--- src/rtl/serial_pkg.sv ---
// Shared definitions for the serial register write/read path: FSM states,
// frame constants and register address map.
// No logic; constants only.
package serial_pkg;

    // Receive-frame decoder states, one per expected byte of the frame.
    typedef enum logic [2:0] {
        ST_IDLE = 3'd0,
        ST_ADDR = 3'd1,
        ST_DHI  = 3'd2,
        ST_DLO  = 3'd3,
        ST_CSUM = 3'd4
    } state_t;

    // Default frame start marker.
    localparam logic [7:0] SYNC_BYTE_DEFAULT = 8'hA5;

    // SYNC, ADDR, DHI, DLO, CSUM.
    localparam int FRAME_LEN = 5;

    // Register address map, shared with the read mux.
    localparam logic [7:0] ADDR_DATA0 = 8'd0;
    localparam logic [7:0] ADDR_DATA1 = 8'd1;

endpackage

--- src/rtl/gap_timer.sv ---
// Inter-byte gap timer: counts idle cycles and flags when the gap limit is hit.
// Latency: expired is combinational from the count, clear and enable inputs.
// Backpressure: none; clear always wins over expiry in the same cycle.
//
// Ports:
//   clk, reset  : clock, synchronous active-high reset
//   clear       : zero the count (accepted byte, or decoder idle)
//   enable      : count while a partial frame is open
//   expired     : high for the cycle in which the count sits at TIMEOUT_CYCLES-1
//                 with enable set and no clear
module gap_timer #(
    parameter int TIMEOUT_CYCLES = 50000
) (
    input  logic clk,
    input  logic reset,
    input  logic clear,
    input  logic enable,
    output logic expired
);

    localparam int CW = (TIMEOUT_CYCLES > 1) ? $clog2(TIMEOUT_CYCLES) : 1;
    localparam logic [CW-1:0] LAST = CW'(TIMEOUT_CYCLES - 1);

    logic [CW-1:0] r_count;

    // Saturate at LAST so a stalled count can never wrap back into range.
    always_ff @(posedge clk) begin
        if (reset || clear) begin
            r_count <= '0;
        end else if (enable && (r_count != LAST)) begin
            r_count <= r_count + 1'b1;
        end
    end

    assign expired = enable && !clear && (r_count == LAST);

endmodule

--- src/rtl/serial_reg_writer.sv ---
// UART RX frame decoder: SYNC,ADDR,DHI,DLO,CSUM -> 16-bit register write.
// Latency: 1 clk from the CSUM byte to data/wr_addr update and status pulse.
// Backpressure: none; one byte accepted per rx_valid cycle, back-to-back legal.
//
// Ports:
//   clk, reset       : clock, synchronous active-high reset
//   rx_data/rx_valid : byte stream from the UART receiver
//   data_0, data_1   : registers at address 0 and 1
//   wr_addr          : address of the last committed write
//   wr_strobe        : one-cycle pulse per commit
//   csum_err         : one-cycle pulse on checksum mismatch
//   addr_err         : one-cycle pulse on good frame with unmapped address
//   timeout_err      : one-cycle pulse when a partial frame is abandoned
module serial_reg_writer
    import serial_pkg::*;
#(
    parameter int         TIMEOUT_CYCLES = 50000,
    parameter logic [7:0] SYNC_BYTE      = SYNC_BYTE_DEFAULT
) (
    input  logic        clk,
    input  logic        reset,
    input  logic [7:0]  rx_data,
    input  logic        rx_valid,
    output logic [15:0] data_0,
    output logic [15:0] data_1,
    output logic [7:0]  wr_addr,
    output logic        wr_strobe,
    output logic        csum_err,
    output logic        addr_err,
    output logic        timeout_err
);

    state_t      r_state;
    state_t      w_next_state;

    logic [7:0]  r_addr;
    logic [7:0]  r_dhi;
    logic [7:0]  r_dlo;
    logic [7:0]  r_csum;

    logic [15:0] r_data_0;
    logic [15:0] r_data_1;
    logic [7:0]  r_wr_addr;
    logic        r_wr_strobe;
    logic        r_csum_err;
    logic        r_addr_err;
    logic        r_timeout_err;

    logic        w_commit;
    logic        w_csum_bad;
    logic        w_addr_bad;
    logic        w_expired;
    logic        w_timer_clear;
    logic        w_timer_en;

    // Timer only runs while a frame is open; any accepted byte restarts it,
    // so a byte landing on the expiry cycle suppresses the timeout.
    assign w_timer_en    = (r_state != ST_IDLE);
    assign w_timer_clear = rx_valid || (r_state == ST_IDLE);

    gap_timer #(
        .TIMEOUT_CYCLES(TIMEOUT_CYCLES)
    ) u_gap_timer (
        .clk    (clk),
        .reset  (reset),
        .clear  (w_timer_clear),
        .enable (w_timer_en),
        .expired(w_expired)
    );

    always_ff @(posedge clk) begin
        if (reset) begin
            r_state <= ST_IDLE;
        end else begin
            r_state <= w_next_state;
        end
    end

    always_comb begin
        w_next_state = r_state;
        w_commit     = 1'b0;
        w_csum_bad   = 1'b0;
        w_addr_bad   = 1'b0;
        if (rx_valid) begin
            unique case (r_state)
                ST_IDLE: begin
                    if (rx_data == SYNC_BYTE) begin
                        w_next_state = ST_ADDR;
                    end
                end
                // Mid-frame SYNC bytes are payload, never a restart.
                ST_ADDR: w_next_state = ST_DHI;
                ST_DHI:  w_next_state = ST_DLO;
                ST_DLO:  w_next_state = ST_CSUM;
                ST_CSUM: begin
                    w_next_state = ST_IDLE;
                    if (rx_data != r_csum) begin
                        w_csum_bad = 1'b1;
                    end else if ((r_addr == ADDR_DATA0) || (r_addr == ADDR_DATA1)) begin
                        w_commit = 1'b1;
                    end else begin
                        w_addr_bad = 1'b1;
                    end
                end
                default: w_next_state = ST_IDLE;
            endcase
        end else if (w_expired) begin
            w_next_state = ST_IDLE;
        end
    end

    always_ff @(posedge clk) begin
        if (reset) begin
            r_addr        <= 8'h00;
            r_dhi         <= 8'h00;
            r_dlo         <= 8'h00;
            r_csum        <= 8'h00;
            r_data_0      <= 16'h0000;
            r_data_1      <= 16'h0000;
            r_wr_addr     <= 8'h00;
            r_wr_strobe   <= 1'b0;
            r_csum_err    <= 1'b0;
            r_addr_err    <= 1'b0;
            r_timeout_err <= 1'b0;
        end else begin
            r_wr_strobe   <= w_commit;
            r_csum_err    <= w_csum_bad;
            r_addr_err    <= w_addr_bad;
            r_timeout_err <= w_expired;

            if (rx_valid) begin
                case (r_state)
                    // ADDR seeds the running XOR; SYNC is excluded.
                    ST_ADDR: begin
                        r_addr <= rx_data;
                        r_csum <= rx_data;
                    end
                    ST_DHI: begin
                        r_dhi  <= rx_data;
                        r_csum <= r_csum ^ rx_data;
                    end
                    ST_DLO: begin
                        r_dlo  <= rx_data;
                        r_csum <= r_csum ^ rx_data;
                    end
                    default: ;
                endcase
            end

            if (w_commit) begin
                r_wr_addr <= r_addr;
                if (r_addr == ADDR_DATA0) begin
                    r_data_0 <= {r_dhi, r_dlo};
                end else begin
                    r_data_1 <= {r_dhi, r_dlo};
                end
            end
        end
    end

    assign data_0      = r_data_0;
    assign data_1      = r_data_1;
    assign wr_addr     = r_wr_addr;
    assign wr_strobe   = r_wr_strobe;
    assign csum_err    = r_csum_err;
    assign addr_err    = r_addr_err;
    assign timeout_err = r_timeout_err;

endmodule

--- config.mk ---
export PLATFORM = sky130hd
export DESIGN_NAME = serial_reg_writer
export DESIGN_NICKNAME = d
export VERILOG_FILES = /design/src/rtl/serial_pkg.sv /design/src/rtl/gap_timer.sv /design/src/rtl/serial_reg_writer.sv
export SDC_FILE = /design/constraint.sdc
export NUM_CORES = 1
export LEC_CHECK = 0
export ABC_AREA = 1
export BUFFER_PORTS_ARGS = -buffer_cell sky130_fd_sc_hd__buf_2
export CORE_UTILIZATION = 60
export DETAILED_ROUTE_END_ITERATION = 12
export PLACE_DENSITY = 0.83
export SLEW_MARGIN = 20
export SYNTH_ARGS = -nofsm -noshare
export SYNTH_HDL_FRONTEND = slang
export SYNTH_HIERARCHICAL = 1
export SYNTH_SLANG_ARGS = --single-unit
--- constraint.sdc ---
create_clock -name clk -period 3 [get_ports clk]
set_input_delay 0.6 -clock clk [delete_from_list [all_inputs] [get_ports clk]]
set_output_delay 0.6 -clock clk [all_outputs]
set_load 0.05 [all_outputs]
==> results.cfg <==
[finish]
n_antenna_cell = 0
seq_area_um2 = 1900
syn2layout_area_growth_pct = 11.9
layout.nets = 682
finalInstanceArea_um2 = 4760
multi_input_area_um2 = 1930
drive_above_1_share_pct = 14.2
layout.filler_cells = 605

[sta]
min_period_ns = 1.87
rsz0062_at_grt = no
hold_violations = 0
clock_skew_ns = 0.0113
fin_crit_sh_pct = 62.5
worst_pin_slew_ns = 0.713
setup-violations-final = 0
setup_tns_ns = 0
maxSlewViolCount = 0
timing.fmax_mhz = 533
slew_headroom_pct = 52.5

[pwr]
power_density_nw_per_um2 = 495
peakVddDrop_v = 0.000298
total_power_mw = 2.36
leakagePower_nw = 2.15

[global_route]
grt_pass1_wl_mm = 15.7
antenna_found_initial = 0
grt_overflow_total = 0
first_global_vias = 3538
grt_max_degree = 35
grt_usage_pct = 26.8

[clock_tree]
cts_hold_buffers = 0
postCtsSetupRepairBufs = 0
cts_htree_levels = 3
cts-root-buf = clkbuf_8
cts_tree = done
path_clk_slew_ns = 0.10
cts_buffers = 9
insertion_delay_ns = 0.37
clockBufferDepth = 2
cts.sinks = 95
cts_resized = 0

[route]
wl_met2_mm = 4.51
wl_met1_mm = 4.18
drt-initial-drc-count = 250
vias_per_cell = 5.23
dr.pass1.iters = 5
vias = 4031
drc = 0
wl_met3_um = 493
wirelength_mm = 9.37
routedWlPerCell_um = 12.2
top_layer_used = met4
drtAntennaViolNets = 0

[min_path]
hold_depth = 2
worstHoldPathType = register to register
min_to = wr_addr[6]$_SDFFE_PP0P_
worstHoldStart = wr_addr[6]$_SDFFE_PP0P_

[synth]
synth.distinct_cells = 29
synth-main-ff-cell = dfxtp_1
synth_area_um2 = 4260
synth_async_sr_flop_share_pct = 0
synth.avg_cell_area_um2 = 6.83
synthesis.nets = 635
synth_seq_cells = 95
synth_warnings = 6
netlist_instances = 623
ys_seq_area_share_pct = 44.7
synth_edf_count = 0

[floorplan]
die_area_um2 = 7430
rows = 30
ios = 55
die_h_um = 86.2
core_area_um2 = 6830
initial_core_util_pct = 62.3
dieWidth_um = 86.2

[outcome]
outcome = completed

[placed_design]
place_area_um2 = 4580
io_buffer_count = 54
dp_hpwl_mm = 6.72
finalWeightedCongestion = 0.927

[worst_setup_path]
critical_path.max_fanout = 16
r2r_end = data_1[14]$_SDFFE_PP0P_
arrival_ns = 2.18
required_ns = 3.31
r2r_setup_slack_ns = 1.13
critical_path_class = register to register
worst_setup_path_start_kind = register
crit_path_end_kind = register
r2r-start = r_state[1]$_SDFFE_PP0P_
reg2regPathDepth = 8

[flow_run]
max_cap_violations = 0
[flip-flops by register name, indices dropped and copies added (netlist names)]
register,cells
addr_err,1
csum_err,1
data_0,16
data_1,16
r_addr,8
r_csum,8
r_dhi,8
r_dlo,8
r_state,3
timeout_err,1
u_gap_timer/r_count,16
wr_addr,8
wr_strobe,1
[logic make-up (layout without fill, tap and decap cells)]
logic type	Yosys count	after routing	share of synthesized area, %
xor+xnor	1	1	0.206
fa+ha+maj	1	1	0.294
buf+inv	106	158	10.1
simple gates	328	328	33.8
compound gates	92	92	11.0
flops	95	95	44.7
[metal layers]
layer | vias to the layer above | GRT usage (%)
li1 | 2072 | -
met1 | 1829 | 35.5
met2 | 113 | 44.2
met3 | 17 | 3.62
met4 | 0 | 10.8
met5 | - | 0
[synth_stat cells, drive strengths merged (2+ instances only)]
cell / n / share of area, %
inv: 78 / 6.9
nor2: 128 / 13
nand3: 26 / 3.3
buf: 11 / 1.6
nand4: 35 / 5.1
a21oi: 46 / 5.4
clkbuf: 15 / 1.4
o21ai: 45 / 5.4
dfxtp: 95 / 45
nand2: 132 / 12
nor3: 6 / 0.82
clkinv: 2 / 0.18
[per-stage QoR]
stage	util, %	cells	setup WS, ns	hold WS, ns
2_1_floorplan	-	623	1.35	0.450
3_3_place_gp	67.0	755	0.830	0.440
3_5_place_dp	67.0	755	0.757	0.445
4_1_cts	69.7	771	1.11	0.461
5_1_grt	69.7	771	0.910	0.483
6_report	69.7	771	1.13	0.458
[cell usage in the layout, fill, tap and decap left out, types with 2 or more instances in the layout]
master      count
inv_6           3
dfxtp_1        95
a21oi_1        46
nand4_1        35
nor2_2          6
nand3_2         2
nand2_2         3
o21ai_0        43
nor2_4          3
nor3_1          5
buf_2          54
nand2_1       129
nand3_1        24
buf_4           8
inv_1          77
nor2_1        118
clkinvlp_4      2
clkbuf_8        9
clkinv_1        2
[worst max-delay path, cell delays in order (launching register included)]
cell and delay [ns]:
dfxtp_1 0.37, nor2_1 0.12, nand3_1 0.17, nor2_4 0.17
nand3_2 0.08, buf_4 0.19, nor2_2 0.49, nor2_1 0.08
nor2_1 0.13
[area by class of cell]
| cell class | instances | area share (%) |
|---|---|---|
| Clock buffer | 9 | 2.60 |
| Clock inverter | 7 | 1.29 |
| Inverter | 80 | 6.30 |
| Multi-Input combinational cell | 422 | 40.4 |
| Sequential cell | 95 | 39.9 |
| Tap cell | 96 | 2.52 |
| Timing Repair Buffer | 62 | 6.93 |
[how the worst max path moves through the flow]
| stage | startpoint | endpoint | cells past startpoint |
|---|---|---|---|
| 3_5_place_dp | rx_data[6] | data_1[14]$_SDFFE_PP0P_ | 11 |
| 2_1_floorplan | rx_data[4] | data_0[0]$_SDFFE_PP0P_ | 11 |
| 5_1_grt | rx_data[2] | data_1[1]$_SDFFE_PP0P_ | 12 |
| 4_1_cts | r_addr[4]$_SDFFE_PP0P_ | data_1[14]$_SDFFE_PP0P_ | 10 |
| 6_report | r_state[1]$_SDFFE_PP0P_ | data_1[14]$_SDFFE_PP0P_ | 8 |
| 3_3_place_gp | rx_data[2] | data_1[15]$_SDFFE_PP0P_ | 12 |
[report_power, final]
part	internal (mW)	total (mW)	switching, mW	leakage (nW)
logic	0.0700	0.242	0.172	1.29
registers	1.29	1.31	0.0186	0.768
clock network	0.317	0.804	0.487	0.0888
(Power assumes the default switching activity.)
